### config.mk
export PLATFORM = sky130hd
export DESIGN_NAME = dmem_responder
export DESIGN_NICKNAME = d
export VERILOG_FILES = /design/src/rtl/dmem_responder.sv
export SDC_FILE = /design/constraint.sdc
export NUM_CORES = 2
export LEC_CHECK = 0
export ABC_AREA = 0
export CAP_MARGIN = 20
export CORE_MARGIN = 4
export CORE_UTILIZATION = 50
export CTS_BUF_LIST = sky130_fd_sc_hd__clkbuf_2 sky130_fd_sc_hd__clkbuf_4 sky130_fd_sc_hd__clkbuf_8
export DETAILED_ROUTE_END_ITERATION = 8
export HOLD_SLACK_MARGIN = 0.1
export PLACE_DENSITY = 0.66
export SETUP_SLACK_MARGIN = 0.4
export SLEW_MARGIN = 20
export SYNTH_ARGS = -nofsm -noshare
export SYNTH_HDL_FRONTEND = slang
export SYNTH_SLANG_ARGS = --single-unit
### constraint.sdc
create_clock -name clk -period 11.9 [get_ports clk]
set_input_delay 1.19 -clock clk [delete_from_list [all_inputs] [get_ports clk]]
set_output_delay 1.19 -clock clk [all_outputs]
set_load 0.1 [all_outputs]
### src/rtl/dmem_responder.sv
// dmem_responder: data-memory bus responder with byte-lane RAM, cycle counter, console TX FIFO and tohost register.
// Define DMEM_MISALIGN_TRAP_EN to suppress misaligned RAM accesses and raise sticky mem_fault instead of force-aligning.
module dmem_responder #(
    parameter int DM_ADDRESS = 9,
    parameter int DATA_W = 32,
    parameter int FIFO_DEPTH = 8,
    parameter logic [DM_ADDRESS-1:0] MMIO_BASE = 9'h1F0
) (
    input  logic                  clk,
    input  logic                  reset,
    input  logic                  mem_read,
    input  logic                  mem_write,
    input  logic [DM_ADDRESS-1:0] addr,
    input  logic [DATA_W-1:0]     wr_data,
    input  logic [2:0]            funct3,
    output logic [DATA_W-1:0]     rd_data,
    output logic                  tx_valid,
    output logic [7:0]            tx_data,
    input  logic                  tx_ready,
    output logic                  halted,
    output logic [7:0]            halt_code,
    output logic                  mem_fault
);
    localparam int RAM_WORDS = int'(MMIO_BASE) / 4;
    localparam int AW = $clog2(FIFO_DEPTH);
    logic [DATA_W-1:0] ram_q [RAM_WORDS];
    logic [7:0]        fifo_q [FIFO_DEPTH];
    logic [DATA_W-1:0] cycle_q, cycle_d;
    logic [AW-1:0]     wr_ptr_q, wr_ptr_d, rd_ptr_q, rd_ptr_d;
    logic [AW:0]       count_q, count_d;
    logic              overflow_q, overflow_d, halted_q, halt_code_we;
    logic [7:0]        halt_code_q;
    logic              is_mmio, full, empty, push, push_ok, pop;
    logic [1:0]        rsel;
    logic [DATA_W-1:0] word, ram_rd, ram_rd_v, mmio_rd, status, wlanes;
    logic [7:0]        b;
    logic [15:0]       h;
    logic [3:0]        be, ram_be;
    assign is_mmio = addr >= MMIO_BASE;
    // MMIO_BASE is word-aligned, so the register index is a 2-bit offset from the base word
    assign rsel = addr[3:2] - MMIO_BASE[3:2];
    assign word = ram_q[addr[DM_ADDRESS-1:2]];
    assign b = word[{addr[1:0], 3'b000} +: 8];
    assign h = addr[1] ? word[31:16] : word[15:0];
    assign ram_rd = funct3 == 3'b000 ? {{24{b[7]}}, b} :
                    funct3 == 3'b001 ? {{16{h[15]}}, h} :
                    funct3 == 3'b010 ? word :
                    funct3 == 3'b100 ? {24'b0, b} :
                    funct3 == 3'b101 ? {16'b0, h} : '0;
    assign be = funct3 == 3'b000 ? 4'b0001 << addr[1:0] :
                funct3 == 3'b001 ? (addr[1] ? 4'b1100 : 4'b0011) :
                funct3 == 3'b010 ? 4'b1111 : 4'b0000;
    assign wlanes = funct3[1] ? wr_data : funct3[0] ? {2{wr_data[15:0]}} : {4{wr_data[7:0]}};
`ifdef DMEM_MISALIGN_TRAP_EN
    logic misaligned, mem_fault_q;
    assign misaligned = !is_mmio && ((funct3[1:0] == 2'b01 && addr[0]) ||
                                     (funct3 == 3'b010 && addr[1:0] != 2'b00));
    assign ram_rd_v = misaligned ? '0 : ram_rd;
    assign ram_be = misaligned ? 4'b0000 : be;
    assign mem_fault = mem_fault_q;
    always_ff @(posedge clk) begin
        if (reset) mem_fault_q <= 1'b0;
        else if ((mem_read || mem_write) && misaligned) mem_fault_q <= 1'b1;
    end
`else
    assign ram_rd_v = ram_rd;
    assign ram_be = be;
    assign mem_fault = 1'b0;
`endif
    assign full = count_q == (AW+1)'(FIFO_DEPTH);
    assign empty = count_q == '0;
    assign tx_valid = !reset && !empty;
    assign tx_data = reset ? 8'h00 : fifo_q[rd_ptr_q];
    assign pop = tx_valid && tx_ready;
    assign push = mem_write && is_mmio && rsel == 2'd1;
    assign push_ok = push && (!full || pop);
    assign halt_code_we = mem_write && is_mmio && rsel == 2'd3;
    assign status = 32'({5'(count_q), 1'b0, overflow_q, empty, full});
    assign mmio_rd = rsel == 2'd0 ? cycle_q : rsel == 2'd2 ? status : '0;
    assign rd_data = (mem_read && !mem_write) ? (is_mmio ? mmio_rd : ram_rd_v) : '0;
    assign cycle_d = cycle_q + 1'b1;
    assign wr_ptr_d = wr_ptr_q + AW'(push_ok);
    assign rd_ptr_d = rd_ptr_q + AW'(pop);
    assign count_d = count_q + (AW+1)'(push_ok) - (AW+1)'(pop);
    assign overflow_d = overflow_q || (push && !push_ok);
    assign halted = halted_q;
    assign halt_code = halt_code_q;
    always_ff @(posedge clk) begin
        if (reset) begin
            cycle_q <= '0;
            wr_ptr_q <= '0;
            rd_ptr_q <= '0;
            count_q <= '0;
            overflow_q <= 1'b0;
            halted_q <= 1'b0;
            halt_code_q <= 8'h00;
        end else begin
            cycle_q <= cycle_d;
            wr_ptr_q <= wr_ptr_d;
            rd_ptr_q <= rd_ptr_d;
            count_q <= count_d;
            overflow_q <= overflow_d;
            if (halt_code_we) begin
                halted_q <= 1'b1;
                halt_code_q <= wr_data[7:0];
            end
        end
    end
    // storage arrays are not cleared by reset
    always_ff @(posedge clk) begin
        if (!reset && push_ok) fifo_q[wr_ptr_q] <= wr_data[7:0];
        if (mem_write && !is_mmio)
            for (int i = 0; i < 4; i++)
                if (ram_be[i]) ram_q[addr[DM_ADDRESS-1:2]][8*i +: 8] <= wlanes[8*i +: 8];
    end
endmodule

# Word level (Yosys, flattened, before mapping)
# Memory sizes are Yosys's and may differ from the RTL's. A register that Yosys moved wholly into a read port is not among the register bits.
# Cells that the tools add are included.
totals:
  register_bits: 52
  ram_bits: 4032
  output_inout_bits: 51
  wordCells: 78
  mem_count: 2
memory_table:
  columns: ["memory", "words", "word_bits", "read_ports", "rd_ports_with_merged_regs", "wr", "line_no", "source"]
  rows:
  - ["ram_q", 124, 32, 1, 0, 1, "26", "logic [DATA_W-1:0] ram_q [RAM_WORDS];"]
  - ["fifo_q", 8, 8, 1, 1, 1, "27", "logic [7:0] fifo_q [FIFO_DEPTH];"]
classes:
  add_sub_neg: 5
  order_cmp: 1
  eq_ne: 8
  shifts: 2
  muxes: 32
  reduce_logical: 21
op_table:
  columns: ["operator", "n"]
  rows:
  - ["$mux 32", 8]
  - ["$mux 16", 3]
  - ["$add 32x1->32 const B", 1]
  - ["$shiftx 32x6->8", 1]
  - ["$mux 4", 4]
  - ["$mux 8", 2]
  - ["$mux 1", 14]
  - ["$logic_and 1x1->1", 10]
  - ["$ge 9x9->1 const B", 1]
  - ["$add 3x1->3", 2]
  - ["$eq 3x3->1 const B", 2]
  - ["$logic_not 1->1", 6]
  - ["$add 4x1->4", 1]
  - ["$eq 2x2->1 const B", 2]
  - ["$eq 4x4->1 const B", 1]
  - ["$logic_not 4->1", 1]
  - ["$shl 1x2->4 const A", 1]
  - ["$sub 4x1->4", 1]
  - ["$eq 3x1->1 const B", 1]
  - ["$eq 3x2->1 const B", 1]
  - ["$logic_not 3->1", 1]
  - ["$mux 3", 1]
  - ["$eq 2x1->1 const B", 1]
  - ["$logic_not 2->1", 1]
  - ["$logic_or 1x1->1", 2]

# Depth between registers and ports, before layout
logic_depth:
  ltp_word: 9
  depth_mapped: 17
  mapped_depth_nobuf: 12

# Worst setup path before layout
# OpenSTA, ideal clock, no wires.
synth_path:
  path_kind: "in2reg"
  from: "in funct3[0]"
  to: "mem ram_q[0][24] (data pin)"
  arrival_ns: 6.840
  t_required_ns: 10.734
  path_slack_ns: 3.894
  path_stages: 4
  path_cell_list: "clkbuf_1 > buf_1 > mux2i_1 > o21ai_0"
synth_between:
  elab_chain_len: 2
synth_lines:
  columns: ["element", "line_no", "source"]
  rows:
  - ["start, declared", "15", "input logic [2:0] funct3,"]
  - ["$mux 32 (2 in series)", "53", "assign wlanes = funct3[1] ? wr_data : funct3[0] ? {2{wr_data[15:0]}} : {4{wr_data[7:0]}};"]
  - ["via wlanes[24]", "35", "logic [DATA_W-1:0] word, ram_rd, ram_rd_v, mmio_rd, status, wlanes;"]
  - ["end, declared", "26", null]
# The timed path passes the listed nets, and every way through them passes these cells.

# Final worst setup path
layout_path:
  from: "in addr[6]"
  to: "out rd_data[7]"
layout_between:
  elab_chain_len: 9
  word_cells_on_any_way: 11
  classes_between: "1 x order compare; 1 x shift; 8 x mux; 1 x memory"
layout_lines:
  columns: ["element", "line_no", "source"]
  rows:
  - ["start, declared", "13", "input logic [DM_ADDRESS-1:0] addr,"]
  - ["parallel branches: the longest is 7 deep, another holds $mem_v2 124x32", null, null]
  - ["$mux 32 (*) (2 in series)", "80", "assign rd_data = (mem_read && !mem_write) ? (is_mmio ? mmio_rd : ram_rd_v) : '0;"]
  - ["end, declared", "16", "output logic [DATA_W-1:0] rd_data,"]
# Mark *: on every way between the ends.

==> out/metrics.sh <==
RESULT_OF_THE_RUN='finished, violations left'
FAILED_CHECKS='DRC'
SYNTH-SEQ-AREA-SHARE=0.759
MAPPEDNETLISTAREA_MM2=0.161
GRT_USE_TOTAL=0.289
PORT_BUFFERS=98
VIA_COUNT=85700
SYNTH_FP_NETS=7842
DETAIL_ROUTE.FIRST_PASS.ITERATIONS=9
TNS_PS=0
DETAILEDROUTE.FIRSTITERATIONVIOLATIONS=13400
GRT_SETUP_UNREPAIRED='no'
ANT_NETS=0
PATH_CLASS='primary input to output port'
FINAL_COMMON_CELL='sky130_fd_sc_hd__edfxtp_1'
TIMING.CRITICAL_PATH.FROM_TYPE='primary input'
MAX_SLEW_MARGIN=0.129
WORST_EP_REQUIRED_TIME_PS=10710
FINAL_UTIL=0.557
REMAINING_DRC_ERRORS=13
SKEW_PS=25.2
POST_SYNTH_FA_HA_MAJ_AREA_FRACTION=0.000902
DIE_AREA_MM2=0.331
ROOT_BUFFER='sky130_fd_sc_hd__clkbuf_8'
START_UTIL=0.502
IO_PINS=100
AVGSYNTHCELLAREA_UM2=20.7
ROUTED_WL_MM=483
CLK_PIN_SLEW_PS=60
ANTENNA_FOUND_INITIAL=35
SYNTH.LIB_CELLS_USED.DISTINCT=86
DETAIL_ROUTE.VIAS_PER_CELL=6.57
NETS=8310
SYNTH.FF_LATCH_COUNT=4084
POSTSYNTH.ASYNCRESETSHARE=0
SYNTH_ENABLE_FLOP_CELLS=4032
TOTAL_POWER_W=0.0292
HOLDBUFCOUNTCTS=0
HTREEDEPTH=6
SYN-INSTANCE-COUNT=7782
LARGEST_FAMILY_OF_LOGIC_CELLS_BY_SYNTHESIZED_AREA='multiplexers'
DIE_W_UM=575
FIN_CELLS=13100
WORSTSETUPENDPOINTTYPE='output port'
MIN_PATH_TYPE='flip-flop to flip-flop'
CLOCK_LATENCY_PS=1100
FILLERINSTANCES=23900
PLACEMENT.SETUP.WORST_SLACK_PS=3470
CHIPHEIGHT_UM=575
FP-ROW-COUNT=208
SHARE_OF_THE_CLOCK_PERIOD_USED_BY_THE_WORST_PATH_AFTER_LAYOUT=0.735
CTS.SINK_COUNT=4084
COREAREA_MM2=0.321
TOTAL_LEAKAGE_POWER_nW=55.2
POST-PLACE-CELLS=11900
MAXCAPVIOLCOUNT=0
SETUP-VIOLATIONS-FINAL=0
POSTCTSSETUPBUFFERS=0
POSTSYNTH.TOPFLOPCELL='sky130_fd_sc_hd__edfxtp_1'
FRACTION_OF_SYNTHESIZED_CELL_AREA_IN_XOR_AND_XNOR_CELLS=0.00131
GP_CONGESTION=0.960
GRT_START_MAX_NET_PINS=115
POWERDENSITY_mW_PER_MM2=164
TMIN_FINAL_PS=8740
LAYOUT-DRIVE-GT1-SHARE=0.264
COUNT_OF_FINAL_MAX_SLEW_CHECK_FAILURES=0
CTS-ROOT-TO-SINK-BUFFERS=4
WIRE_PER_INST_UM=37.0
FINAL_CELL_MIX='sky130_fd_sc_hd__edfxtp_1 (4,032), sky130_fd_sc_hd__mux4_2 (987), sky130_fd_sc_hd__clkbuf_8 (654)'
WORST_SLEW_PIN_SLEW_PS=1310
CTS_INSERTED_BUFFERS=637
SYN2LAYOUT_AREA_GROWTH_PCT=10.9
FINALHOLDVIOLATIONS=0
GRT_FIRST_PASS_WIRELENGTH_MM=669
DP_HPWL_MM=310
FMAX_GHz=0.114
SHARE_OF_THE_SYNTHESIZED_AREA_IN_COMPOUND_GATES_AO_OA_AOI_OAI=0.0272
FINAL.SETUP.WORST_SLACK_PS=3160
SYNTH_WARNINGS=0
FIRST_GLOBAL_VIAS=84300
SYNTH.AREA.MUX_SHARE=0.160
IR_DROP_uV=113
TRITONCTS_CLOCK_TREE='built'
CTS_RESIZED=0
CRIT_PATH_MAX_FANOUT=50
WORST-ENDPOINT-ARRIVAL_PS=7550
GRT_REMAINING_OVERFLOW=0
SYNTH-SIMPLE-AREA-SHARE=0.0319
[cells in the mapped netlist, drive strengths merged, types with 6 or more instances]
cell type / instances / area (um2)
o22a: 7 / 61.3
ha: 10 / 125
nand2: 350 / 1310
buf: 284 / 2330
nor3: 24 / 120
and2: 13 / 81.3
nor3b: 10 / 85.1
xor2: 12 / 105
mux2i: 298 / 2980
a32oi: 11 / 96.3
a211oi: 19 / 153
mux2: 44 / 495
o32ai: 6 / 52.6
dfxtp: 52 / 1040
or3: 16 / 100
a22o: 31 / 272
and3b: 9 / 78.8
clkbuf: 185 / 699
a221oi: 39 / 342
nor2b: 27 / 169
o22ai: 58 / 369
nand3: 40 / 200
mux4: 991 / 22300
o21ai: 107 / 536
a21oi: 95 / 475
o221ai: 29 / 260
a22oi: 113 / 848
inv: 16 / 60.1
nor2: 635 / 2380
xnor2: 12 / 105
and3: 24 / 150
edfxtp: 4032 / 121000
or2: 8 / 50.1
o2111ai: 8 / 70.1
nand4: 25 / 156
a311oi: 16 / 140
nand2b: 9 / 56.3
a31oi: 19 / 119
nor4: 7 / 43.8
o211ai: 15 / 113
[final timing paths]
path,from,endpoint,slack [ps],cells after the start
worst min-delay path,halted$_SDFFE_PP0P_,halted$_SDFFE_PP0P_,460,2
worst max-delay path,addr[6],rd_data[7],3160,11
worst min register to register,halted$_SDFFE_PP0P_,halted$_SDFFE_PP0P_,460,2
worst max register to register,count_q[2]$_SDFF_PP0_,fifo_q[6][3]$_DFFE_PP_,9170,8
[state kept, by name (all words and copies together), names as in the netlist]
register / cells
count_q: 4
cycle_q: 32
fifo_q: 64
halt_code: 8
halted: 1
overflow_q: 1
ram_q: 3968
rd_ptr_q: 3
wr_ptr_q: 3
[kinds of logic after synthesis]
logic type               count (synthesis)
AND/OR/NAND/NOR                       1215
multiplexers                          1333
buffers and inverters                  488
flip-flops                            4084
XOR/XNOR                                24
other                                    1
adder cells (fa/ha/maj)                 11
AO/OA/AOI/OAI                          626
[layout make-up]
cell class              instances  area (um2)  area share
diodes                         30        75.1    0.000421
clock buffers                 867       10600      0.0594
clock inverters               244        1290     0.00724
inverters                      19        88.8    0.000498
multi-input cells            3210       36200       0.203
flip-flops and latches       4084      122000       0.684
well taps                    4305        5390      0.0302
repair buffers                298        2770      0.0155
[critical path, stage by stage]
cell	delay, ps
sky130_fd_sc_hd__buf_6	550
sky130_fd_sc_hd__buf_4	670
sky130_fd_sc_hd__buf_4	440
sky130_fd_sc_hd__and3_1	1010
sky130_fd_sc_hd__nand2_1	720
sky130_fd_sc_hd__or3_1	610
sky130_fd_sc_hd__nor2_1	250
sky130_fd_sc_hd__nor3_1	70
sky130_fd_sc_hd__a211oi_1	270
sky130_fd_sc_hd__a21boi_1	350
sky130_fd_sc_hd__clkdlybuf4s50_1	1200
[stage by stage]
step / cell area, um2 / hold slack (ps)
detailed placement: 166000 / 435
floorplan: 161000 / 409
global route: 178000 / 474
finish: 179000 / 458
global placement: 166000 / 424
CTS: 178000 / 451
[report_power, final]
group          internal [W]  switching (W)  total (W)
registers            0.0159      0.0000110     0.0159
logic              0.000563        0.00137    0.00193
clock network       0.00588        0.00544     0.0113
total                0.0224        0.00683     0.0292
[per-layer routing]
| metal | vias to the layer above | routed length (um) | track usage |
|---|---|---|---|
| met4 | 16 | 32900 | 0.162 |
| met3 | 1363 | 59600 | 0.0839 |
| met1 | 44700 | 170000 | 0.380 |
| met5 | - | 315 | 0.00502 |
| met2 | 6416 | 221000 | 0.435 |
| li1 | 33200 | - | - |
No activity file was read; power rests on OpenSTA's default activity.
